--- src/rtl/battle_pkg.sv ---
// Shared constants for the two-Pokemon battle: HP sizing, damage rule, FSM and type codes.
package battle_pkg;

    localparam int unsigned HP_W   = 6;
    localparam int unsigned HP_MAX = 63;
    localparam int unsigned DMG    = 21;
    localparam int unsigned STAT_W = 4;
    localparam int unsigned TYPE_W = 3;

    typedef logic [2:0] state_t;

    localparam state_t ST_IDLE      = 3'd0;
    localparam state_t ST_WAIT_MOVE = 3'd1;
    localparam state_t ST_APPLY     = 3'd2;
    localparam state_t ST_ANIM      = 3'd3;
    localparam state_t ST_DONE      = 3'd4;

    localparam logic [TYPE_W-1:0] LEAF     = 3'd0;
    localparam logic [TYPE_W-1:0] FIRE     = 3'd1;
    localparam logic [TYPE_W-1:0] WATER    = 3'd2;
    localparam logic [TYPE_W-1:0] THUNDER  = 3'd3;
    localparam logic [TYPE_W-1:0] FLYING   = 3'd4;
    localparam logic [TYPE_W-1:0] ROCK     = 3'd5;
    localparam logic [TYPE_W-1:0] PSYCHIC  = 3'd6;
    localparam logic [TYPE_W-1:0] FIGHTING = 3'd7;

endpackage

--- src/rtl/battle_turn_ctrl_if.sv ---
// Move-select side of the turn controller: start pulse, move handshake and both stat sets.
interface battle_turn_ctrl_if;
    import battle_pkg::*;

    logic                start;
    logic                move_valid;
    logic                move_ready;
    logic [STAT_W-1:0]   p1_atk;
    logic [STAT_W-1:0]   p1_def;
    logic [STAT_W-1:0]   p2_atk;
    logic [STAT_W-1:0]   p2_def;
    logic [TYPE_W-1:0]   p1_type;
    logic [TYPE_W-1:0]   p2_type;

    modport master (
        output start, move_valid, p1_atk, p1_def, p2_atk, p2_def, p1_type, p2_type,
        input  move_ready
    );

    modport slave (
        input  start, move_valid, p1_atk, p1_def, p2_atk, p2_def, p1_type, p2_type,
        output move_ready
    );

endinterface

--- src/rtl/hp_damage_apply.sv ---
// Saturating damage step for one hit; stats and types are plumbed in for future type scaling.
module hp_damage_apply
    import battle_pkg::*;
#(
    parameter int unsigned HP_BITS = HP_W,
    parameter int unsigned DAMAGE  = DMG
) (
    input  logic [HP_BITS-1:0] hp,
    input  logic [STAT_W-1:0]  atk,
    input  logic [STAT_W-1:0]  def,
    input  logic [TYPE_W-1:0]  atk_type,
    input  logic [TYPE_W-1:0]  def_type,
    output logic [HP_BITS-1:0] hp_next,
    output logic               faint
);

    // Held for the type-effectiveness revision; the fixed rule ignores them.
    logic unused_stats;
    assign unused_stats = ^{atk, def, atk_type, def_type};

    assign faint   = (hp <= HP_BITS'(DAMAGE));
    assign hp_next = faint ? '0 : hp - HP_BITS'(DAMAGE);

endmodule

--- src/rtl/battle_turn_ctrl.sv ---
// Turn sequencer: owns both HP registers, takes one move per turn, animates, reports the winner.
module battle_turn_ctrl
    import battle_pkg::*;
#(
    parameter int unsigned ANIM_CYCLES = 16
) (
    input  logic              clk,
    input  logic              Reset,
    battle_turn_ctrl_if.slave mv,
    output logic [HP_W-1:0]   hp1,
    output logic [HP_W-1:0]   hp2,
    output logic              active_player,
    output logic              anim_active,
    output logic              busy,
    output logic              winner_valid,
    output logic              winner,
    output logic [7:0]        turn_count
);

    localparam int unsigned CNT_W = (ANIM_CYCLES > 1) ? $clog2(ANIM_CYCLES) : 1;

    state_t              state_q, state_d;
    logic [HP_W-1:0]     hp1_q, hp1_d, hp2_q, hp2_d;
    logic                active_q, active_d;
    logic                anim_q, anim_d;
    logic                busy_q, busy_d;
    logic                wv_q, wv_d;
    logic                winner_q, winner_d;
    logic                faint_q, faint_d;
    logic [7:0]          turn_q, turn_d;
    logic [CNT_W-1:0]    cnt_q, cnt_d;
    logic [STAT_W-1:0]   atk_q, atk_d, def_q, def_d;
    logic [TYPE_W-1:0]   atk_type_q, atk_type_d, def_type_q, def_type_d;

    logic [HP_W-1:0]     dmg_hp_next;
    logic                dmg_faint;

    hp_damage_apply #(
        .HP_BITS (HP_W),
        .DAMAGE  (DMG)
    ) u_damage (
        .hp       (active_q ? hp1_q : hp2_q),
        .atk      (atk_q),
        .def      (def_q),
        .atk_type (atk_type_q),
        .def_type (def_type_q),
        .hp_next  (dmg_hp_next),
        .faint    (dmg_faint)
    );

    always_comb begin
        state_d    = state_q;
        hp1_d      = hp1_q;
        hp2_d      = hp2_q;
        active_d   = active_q;
        anim_d     = anim_q;
        wv_d       = wv_q;
        winner_d   = winner_q;
        faint_d    = faint_q;
        turn_d     = turn_q;
        cnt_d      = cnt_q;
        atk_d      = atk_q;
        def_d      = def_q;
        atk_type_d = atk_type_q;
        def_type_d = def_type_q;

        case (state_q)
            ST_IDLE, ST_DONE: begin
                if (mv.start) begin
                    hp1_d    = HP_W'(HP_MAX);
                    hp2_d    = HP_W'(HP_MAX);
                    active_d = 1'b0;
                    turn_d   = '0;
                    wv_d     = 1'b0;
                    winner_d = 1'b0;
                    state_d  = ST_WAIT_MOVE;
                end
            end
            ST_WAIT_MOVE: begin
                if (mv.move_valid) begin
                    atk_d      = active_q ? mv.p2_atk  : mv.p1_atk;
                    def_d      = active_q ? mv.p1_def  : mv.p2_def;
                    atk_type_d = active_q ? mv.p2_type : mv.p1_type;
                    def_type_d = active_q ? mv.p1_type : mv.p2_type;
                    state_d    = ST_APPLY;
                end
            end
            ST_APPLY: begin
                if (active_q) hp1_d = dmg_hp_next;
                else          hp2_d = dmg_hp_next;
                faint_d = dmg_faint;
                cnt_d   = CNT_W'(ANIM_CYCLES - 1);
                anim_d  = 1'b1;
                state_d = ST_ANIM;
            end
            ST_ANIM: begin
                if (cnt_q == '0) begin
                    anim_d = 1'b0;
                    if (faint_q) begin
                        winner_d = active_q;
                        wv_d     = 1'b1;
                        state_d  = ST_DONE;
                    end else begin
                        active_d = ~active_q;
                        if (turn_q != 8'hFF) turn_d = turn_q + 8'd1;
                        state_d  = ST_WAIT_MOVE;
                    end
                end else begin
                    cnt_d = cnt_q - CNT_W'(1);
                end
            end
            default: state_d = ST_IDLE;
        endcase

        busy_d = (state_d != ST_IDLE) && (state_d != ST_DONE);
    end

    always_ff @(posedge clk) begin
        if (Reset) begin
            state_q    <= ST_IDLE;
            hp1_q      <= '0;
            hp2_q      <= '0;
            active_q   <= 1'b0;
            anim_q     <= 1'b0;
            busy_q     <= 1'b0;
            wv_q       <= 1'b0;
            winner_q   <= 1'b0;
            faint_q    <= 1'b0;
            turn_q     <= '0;
            cnt_q      <= '0;
            atk_q      <= '0;
            def_q      <= '0;
            atk_type_q <= '0;
            def_type_q <= '0;
        end else begin
            state_q    <= state_d;
            hp1_q      <= hp1_d;
            hp2_q      <= hp2_d;
            active_q   <= active_d;
            anim_q     <= anim_d;
            busy_q     <= busy_d;
            wv_q       <= wv_d;
            winner_q   <= winner_d;
            faint_q    <= faint_d;
            turn_q     <= turn_d;
            cnt_q      <= cnt_d;
            atk_q      <= atk_d;
            def_q      <= def_d;
            atk_type_q <= atk_type_d;
            def_type_q <= def_type_d;
        end
    end

    assign mv.move_ready  = (state_q == ST_WAIT_MOVE);
    assign hp1            = hp1_q;
    assign hp2            = hp2_q;
    assign active_player  = active_q;
    assign anim_active    = anim_q;
    assign busy           = busy_q;
    assign winner_valid   = wv_q;
    assign winner         = winner_q;
    assign turn_count     = turn_q;

endmodule
--- src/flat_wrapper.sv ---
// flat-port wrapper written by rule: the top's interface ports become plain ports
module battle_turn_ctrl_flat import battle_pkg::*;
#(
    parameter int unsigned ANIM_CYCLES = 16
)
  (clk, Reset, hp1, hp2, active_player, anim_active, busy, winner_valid, winner, turn_count, mv_start, mv_move_valid, mv_p1_atk, mv_p1_def, mv_p2_atk, mv_p2_def, mv_p1_type, mv_p2_type, mv_move_ready);
  battle_turn_ctrl_if mv_i ();
  input  logic clk;
  input  logic Reset;
  output logic [HP_W-1:0] hp1;
  output logic [HP_W-1:0] hp2;
  output logic active_player;
  output logic anim_active;
  output logic busy;
  output logic winner_valid;
  output logic winner;
  output logic [7:0] turn_count;
  input wire logic [$bits(mv_i.start)-1:0] mv_start;
  input wire logic [$bits(mv_i.move_valid)-1:0] mv_move_valid;
  input wire logic [$bits(mv_i.p1_atk)-1:0] mv_p1_atk;
  input wire logic [$bits(mv_i.p1_def)-1:0] mv_p1_def;
  input wire logic [$bits(mv_i.p2_atk)-1:0] mv_p2_atk;
  input wire logic [$bits(mv_i.p2_def)-1:0] mv_p2_def;
  input wire logic [$bits(mv_i.p1_type)-1:0] mv_p1_type;
  input wire logic [$bits(mv_i.p2_type)-1:0] mv_p2_type;
  output wire logic [$bits(mv_i.move_ready)-1:0] mv_move_ready;
  assign mv_i.start = mv_start;
  assign mv_i.move_valid = mv_move_valid;
  assign mv_i.p1_atk = mv_p1_atk;
  assign mv_i.p1_def = mv_p1_def;
  assign mv_i.p2_atk = mv_p2_atk;
  assign mv_i.p2_def = mv_p2_def;
  assign mv_i.p1_type = mv_p1_type;
  assign mv_i.p2_type = mv_p2_type;
  assign mv_move_ready = mv_i.move_ready;
  battle_turn_ctrl #(.ANIM_CYCLES(ANIM_CYCLES)) u_core (.clk(clk), .Reset(Reset), .mv(mv_i), .hp1(hp1), .hp2(hp2), .active_player(active_player), .anim_active(anim_active), .busy(busy), .winner_valid(winner_valid), .winner(winner), .turn_count(turn_count));
endmodule
--- config.mk ---
export PLATFORM = sky130hd
export DESIGN_NAME = battle_turn_ctrl_flat
export DESIGN_NICKNAME = d
export VERILOG_FILES = /design/src/rtl/battle_pkg.sv /design/src/rtl/battle_turn_ctrl_if.sv /design/src/rtl/hp_damage_apply.sv /design/src/rtl/battle_turn_ctrl.sv /design/src/flat_wrapper.sv
export SDC_FILE = /design/constraint.sdc
export NUM_CORES = 1
export LEC_CHECK = 0
export BUFFER_PORTS_ARGS = -buffer_cell sky130_fd_sc_hd__clkbuf_2
export CAP_MARGIN = 10
export CORE_MARGIN = 5
export CORE_UTILIZATION = 51
export DETAILED_ROUTE_END_ITERATION = 10
export GPL_TIMING_DRIVEN = 0
export HOLD_SLACK_MARGIN = 0.12
export PLACE_DENSITY = 0.81
export SLEW_MARGIN = 15
export SYNTH_ARGS = -nofsm -noshare
export SYNTH_HDL_FRONTEND = slang
export SYNTH_SLANG_ARGS = --single-unit
--- constraint.sdc ---
create_clock -name clk -period 2.4 [get_ports clk]
set_input_delay 0.12 -clock clk [delete_from_list [all_inputs] [get_ports clk]]
set_output_delay 0.12 -clock clk [all_outputs]
set_load 0.03 [all_outputs]
==> out/metrics.cfg, run 1 <==
[run_status]
status=finished, final reports clean

[grt]
grt_pass1_wl_mm=6.534
grt_max_degree=11
grt_pass1_vias=1418
track_usage=0.1866
gr-total-overflow=0
top_usage_layer=met2
antenna_found_initial=0
use_met1=0.2599
grt_use_met2=0.2646
met3_usage=0.06321

[final_layout]
antennaDiodeCount=0
drive_above_1_share=0.1926
fin_util=0.6033
final_common_cell=dfxtp_1
nets=273
syn2layout_area_growth_pct=14.93
layout_common_cells=dfxtp_1, clkbuf_2, nor2_1

[worst_hold_path]
hold_path_class=in2reg
hold_depth=2
min_to=u_core.hp1[3]$_SDFFE_PP0P_
hold_path_startpoint=Reset

[timing]
finalSetupTns_ns=0
setup_viol=0
relSlewSlack=0.6844
min_period_over_period=0.9117
fin_skew_ns=0.006012
hold_viol=0
rsz0062_at_grt=false
fin_crit_ns=2.188
max_freq_ghz=0.4570
drv_slew=0
worst_slew_pin_slew_ns=0.4603

[floorplanning]
dieWidth_um=68.61
num_io_pins=52
initial_utilization=0.5249
die_y_um=68.61
design.die.area_um2=4707
core_area_um2=3337
rows=21

[synth]
synth_area_leaders=dfxtp_1, nor2_1, a21oi_1, mux2i_1, nor3_1
synthCells=207
yosys_warnings=0
ys_types=47
synth_top_cell_by_area=dfxtp_1
synth_fp_nets=237
synth_top_area_frac=0.3771
yosysSeqAreaShare=0.3771
synth_area_um2=1752
ys_ff_latch=33
syn_area_per_cell_um2=8.462

[worst_setup_path]
r2r-start=u_core.active_player$_SDFFE_PP0P_
cp_slowest_cell=or4_1
crit_top_cell=a21oi_1
path_delay_family=simple AND/OR/NAND/NOR gates
required_ns=2.66
crit_arrival_ns=2.45
start_kind=flop
end_kind=flop
worst-path-buf-inv=2
worstPathCellList=buf_4 -> mux2i_1 -> inv_1 -> ha_1 -> or4_1 -> a21oi_1 -> a21oi_1 -> a211oi_1
ff2ff_path_depth=8
r2r_slack_ns=0.21
worst-path-max-fanout=18
timing.rr.end=u_core.hp2[5]$_SDFFE_PP0P_
slowest_delay_ns=0.54
crit_type=reg2reg

[drt]
via_count=1598
dr.pass1.iters=4
routed_wl_mm=3.848
post-route-drc-count=0
ant_nets=0
wl_per_cell_um=13.27
first_iter_violations=127
via_per_inst=5.510

[place]
portBuffers=28
hpwl_mm=2.863
place.gp.congestion=0.9199

[job]
cap_violations=0

[cts]
ctsLongestPathBuffers=2
htree_levels=2
postCtsSetupBuffers=0
cts_sinks=33
root_buffer=clkbuf_4
clock_latency_ns=0.34
clk_pin_slew_ns=0.10
cts_tree=yes
numCtsBuffers=5

[power]
pwr_density_cell_nw_per_um2=647.5
peakVddDrop_v=0.0003722
power_mw=1.304
leakage_nw=0.7841

[power breakdown]
part	switching [mW]	internal (mW)	total, mW
Sequential	0.0409	0.589	0.630
Combinational	0.241	0.133	0.374
Clock	0.183	0.117	0.300
Total	0.465	0.839	1.30
[per-stage QoR]
step	hold slack [ns]	worst slack (ns)	cells	area (um^2)
finish	0.2257	0.2119	290	2013
global route	0.2522	0.04316	290	2013
CTS	0.2256	0.06361	291	2018
detailed placement	0.3922	0.06469	281	1949
global placement	0.4101	0.1618	281	1949
floorplan	0.2650	0.07240	207	1752
[cell usage after synthesis (all sizes together)]
cell type  instances
clkbuf             6
o2111ai            1
o211ai             1
buf                4
dfxtp             33
a2bb2oi            1
nor4               3
xnor2              5
a31oi              2
o311a              1
or4b               1
and4               1
nor3b              4
or3                5
o21a               2
a211oi             9
and4bb             1
a21oi             15
a21boi             1
ha                 4
nor3              15
mux2i              7
inv                4
nand2             13
and2               2
and3               1
o22ai              1
nand3b             1
or2                1
nand4              4
xor2               4
nand3              5
or4                1
a22oi              1
o21ai             12
nand2b             6
o31a               1
or3b               2
nor2              26
[cell families after synthesis]
group	synth area share
AO/OA/AOI/OAI	0.1786
XOR/XNOR	0.04500
adder cells (fa/ha/maj)	0.02857
flip-flops	0.3771
AND/OR/NAND/NOR	0.2964
buffers and inverters	0.03428
multiplexers	0.04000
[layer usage]
layer / share of wire / vias to the layer above
met4: 0.016 / 0
met2: 0.44 / 32
met1: 0.49 / 737
met5: 0 / -
met3: 0.051 / 7
li1: - / 822
[state kept, by name, indices dropped and copies added (netlist names)]
name / flops
u_core.turn_count: 8
u_core.cnt_q: 4
u_core.winner_valid: 1
u_core.hp2: 6
u_core.winner: 1
u_core.hp1: 6
u_core.faint_q: 1
u_core.state_q: 3
u_core.active_player: 1
u_core.busy: 1
u_core.anim_active: 1
[worst register-to-register path, delay by kind of cell (launching register included)]
kind | cells | cell delay [ns]
buffers and inverters | 2 | 0.31
adder cells (fa/ha/maj) | 1 | 0.19
AO/OA/AOI/OAI | 3 | 0.44
multiplexers | 1 | 0.27
AND/OR/NAND/NOR | 1 | 0.54
flip-flops | 1 | 0.35
[what timing repair did]
item,4_1_cts,5_1_grt
hold endpoints to repair,4,0
gates resized for setup,0,0
endpoints found under the setup margin,0,4
hold buffers,2,0
[layout make-up]
| cell class | instances | area (um^2) |
|---|---|---|
| fill | 308 | 1324 |
| buffer | 9 | 40.04 |
| clock buffer | 8 | 48.80 |
| sequential | 33 | 660.6 |
| timing repair buffer | 30 | 160.2 |
| inverter | 4 | 15.01 |
| tap | 46 | 57.56 |
| multi-input combinational | 160 | 1031 |
[worst max path at each step]
stage / startpoint / end / slack [ns] / cells after the start
after floorplan: u_core.active_player$_SDFFE_PP0P_ / u_core.hp2[5]$_SDFFE_PP0P_ / 0.07 / 9
after global placement: u_core.active_player$_SDFFE_PP0P_ / u_core.hp2[5]$_SDFFE_PP0P_ / 0.16 / 9
after detailed placement: u_core.active_player$_SDFFE_PP0P_ / u_core.hp2[5]$_SDFFE_PP0P_ / 0.06 / 9
after CTS: u_core.active_player$_SDFFE_PP0P_ / u_core.hp2[5]$_SDFFE_PP0P_ / 0.06 / 9
after global routing: u_core.active_player$_SDFFE_PP0P_ / u_core.hp2[5]$_SDFFE_PP0P_ / 0.04 / 8
final: u_core.active_player$_SDFFE_PP0P_ / u_core.hp2[5]$_SDFFE_PP0P_ / 0.21 / 8
Note: power is estimated with default switching activity, not from simulation.
==> run 2, diff against run 1 <==
- ABC_AREA: not set -> 1
- ABC_CLOCK_PERIOD_IN_PS: not set -> 2600
- CORE_UTILIZATION: 51 -> 55
- PLACE_DENSITY: 0.81 -> 0.86
- clock period: 2.4 -> 2.6 ns (I/O delays scaled with it)
==> run 2 against run 1 <==
- register-to-register slack better by 0.59 ns
- via count rose by 8.6%
- sequential share of layout area is 0.95 points lower
- fmax up 22%
- critical path depth grew 4
- design area rose by 3.0%
- count of clock-buffer cells in the layout shrank 1
- synthesized area rose by 3.2%
- first-iteration DRC count shrank 22%
- clock skew increased by 0.0040 ns
- routed wire length fell by 0.39%
- final cell count increased by 18%
- critical path type unchanged
==> out/metrics.cfg, run 2 <==
[final_layout]
antennaDiodeCount=0  ; unchanged
layoutNonFillerInstCount=343  ; +18%
layout_common_cells=nand2_1, inv_1, dfxtp_1
final_common_cell=nand2_1
fin_area_um2=2073  ; +3.0%
syn2layout_area_growth_pct=14.67
drive_above_1_share=0.2241  ; +0.03146
fillCellCount=309  ; +0.32%
nets=329  ; +21%
largest_reg_flops=8  ; unchanged

[timing]
max_freq_ghz=0.5559  ; +22%
drv_slew=0  ; unchanged
rsz0062_at_grt=false
relSlewSlack=0.6898  ; +0.005445
worst_slew_pin_slew_ns=0.4653  ; +0.004999 ns
setup_viol=0  ; unchanged
hold_viol=0  ; unchanged
fin_skew_ns=0.01001  ; +0.003996 ns
layout_setup_ws_ns=0.8010  ; +0.5891 ns
fin_crit_ns=1.799  ; -0.3891 ns
min_period_over_period=0.6919  ; -0.2198
finalSetupTns_ns=0  ; unchanged
timing.hold.ws_ns=0.1472  ; -0.07851 ns

[synth]
ys_types=30  ; -36%
async_reset_ff_frac=0  ; unchanged
synth_edf_count=0  ; unchanged
synth_area_um2=1808  ; +3.2%
synth_area_leaders=dfxtp_1, nand2_1, inv_1, a21oi_1, nor2_1
yosysSeqAreaShare=0.3654  ; -0.01174
ys_ff_latch=33  ; unchanged
synth_fp_nets=292  ; +23%
synth_ff_type=dfxtp_1
synth_top_area_frac=0.3654  ; -0.01174
synth_top_cell_by_area=dfxtp_1
synthCells=262  ; +27%
syn_area_per_cell_um2=6.901  ; -18%
yosysMostFrequentCell=nand2_1
yosys_warnings=0  ; unchanged
yosys-top-cells-count=nand2_1, inv_1, dfxtp_1

[floorplanning]
design.die.area_um2=4534  ; -3.7%
dieWidth_um=67.34  ; -1.9%
initial_utilization=0.5827  ; +0.05773
num_io_pins=52  ; unchanged
die_y_um=67.34  ; -1.9%
rows=20  ; -4.8%
core_area_um2=3103  ; -7.0%

[grt]
grt_pass1_vias=1628  ; +15%
gr-total-overflow=0  ; unchanged
antenna_found_initial=0  ; unchanged
grt_max_degree=11  ; unchanged
grt_pass1_wl_mm=6.824  ; +4.4%
track_usage=0.1941  ; +0.007446

[drt]
dr.pass1.iters=4  ; unchanged
via_per_inst=5.061  ; -8.2%
routed_wl_mm=3.833  ; -0.39%
wl_per_cell_um=11.17  ; -16%
first_iter_violations=99  ; -22%
post-route-drc-count=0  ; unchanged
via_count=1736  ; +8.6%
ant_nets=0  ; unchanged

[worst_setup_path]
timing.rr.end=u_core.hp1[2]$_SDFFE_PP0P_
r2r-start=u_core.active_player$_SDFFE_PP0P_
crit_arrival_ns=2.06  ; -0.39 ns
ff2ff_path_depth=12  ; +4
worst-path-max-fanout=10  ; -8
critPathLaunch=u_core.active_player$_SDFFE_PP0P_
start_kind=flop
required_ns=2.86  ; +0.20 ns
r2r_slack_ns=0.80  ; +0.59 ns
end_kind=flop
crit_type=reg2reg
cp-endpoint=u_core.hp1[2]$_SDFFE_PP0P_

[cts]
ctsLongestPathBuffers=2  ; unchanged
clk_pin_slew_ns=0.10  ; about the same
cts_sinks=33  ; unchanged
htree_levels=2  ; unchanged
root_buffer=clkbuf_4
clock_latency_ns=0.33  ; about the same
post_cts_resized=0  ; unchanged
cts_tree=yes
numCtsBuffers=5  ; unchanged

[power]
peakVddDrop_v=0.0004309  ; +16%
pwr_density_cell_nw_per_um2=632.0  ; -2.4%
leakage_nw=1.025  ; +31%

[place]
portBuffers=29  ; +3.6%
placed_area_um2=2008  ; +3.0%
hpwl_mm=2.945  ; +2.8%
placedCellCount=335  ; +19%
post-place-ws_ns=0.8169  ; +0.7522 ns
place.gp.congestion=0.9042  ; -1.7%

[worst_hold_path]
hold_path_class=in2reg

[run_status]
status=finished, final reports clean

[job]
cap_violations=0  ; unchanged

==> run 2: metrics by stage <==
| step | power (mW) | utilization |
|---|---|---|
| 6_report | 1.310 | 0.6681 |
| 3_5_place_dp | 1.032 | 0.6472 |
| 5_1_grt | 1.402 | 0.6681 |
| 3_3_place_gp | 1.024 | 0.6472 |
| 4_1_cts | 1.326 | 0.6681 |
| 2_1_floorplan | 0.9318 | - |
==> run 2: worst min path at each step <==
stage,startpoint,endpoint,slack [ns],cells after the start
2_1_floorplan,Reset,u_core.winner$_SDFFE_PP0P_,0.20,1
3_3_place_gp,Reset,u_core.cnt_q[3]$_SDFFE_PP0P_,0.41,2
3_5_place_dp,Reset,u_core.winner$_SDFFE_PP0P_,0.41,2
4_1_cts,mv_start,u_core.state_q[2]$_SDFF_PP0_,0.13,4
5_1_grt,mv_start,u_core.state_q[2]$_SDFF_PP0_,0.19,4
6_report,mv_start,u_core.state_q[2]$_SDFF_PP0_,0.15,4
==> run 2: metal layers <==
layer / track usage / vias to the layer above / part of all wire
met5: 0 / - / 0
met1: 0.2533 / 770 / 0.47
met4: 0.05316 / 0 / 0.012
met3: 0.04160 / 7 / 0.057
met2: 0.3227 / 49 / 0.46
li1: - / 910 / -
==> run 2: power by group <==
part	internal, mW	switching [mW]	total (mW)
Sequential	0.552	0.0357	0.588
Clock	0.128	0.162	0.290
Combinational	0.130	0.303	0.433
==> run 2: cells by family after synthesis <==
kind of cell	Yosys count	synth area share
buffers and inverters	46	0.1024
AOI/OAI and AO/OA	52	0.1606
DFF	33	0.3654
and+or+nand+nor	125	0.3343
xor gates and xnor gates	2	0.009690
adders and majority gates	4	0.02768
==> run 2: area by class of cell <==
| cell class | instances | area [um^2] | area share |
|---|---|---|---|
| Sequential cell | 33 | 660.6 | 0.3186 |
| Inverter | 43 | 166.4 | 0.08027 |
| Buffer | 3 | 18.77 | 0.009052 |
| Timing Repair Buffer | 30 | 155.1 | 0.07483 |
| Multi-Input combinational cell | 183 | 962.2 | 0.4641 |
| Tap cell | 44 | 55.05 | 0.02655 |
| Clock buffer | 7 | 55.05 | 0.02655 |
==> run 2: critical path: stages (launching register included) <==
cell and delay (ns):
dfxtp_1 0.40, buf_6 0.17, nand2_1 0.06, nand2_1 0.10, inv_1 0.06, ha_1 0.19, inv_1 0.07, nand3_2 0.09
nand2_1 0.08, nand2_2 0.08, o21ai_4 0.19, nand2_1 0.10, a21oi_1 0.13
==> run 2: timing repair <==
| item | CTS | global route |
|---|---|---|
| setup buffers | 0 | 0 |
| endpoints found under the hold margin | 3 | 0 |
| hold buffers | 1 | 0 |
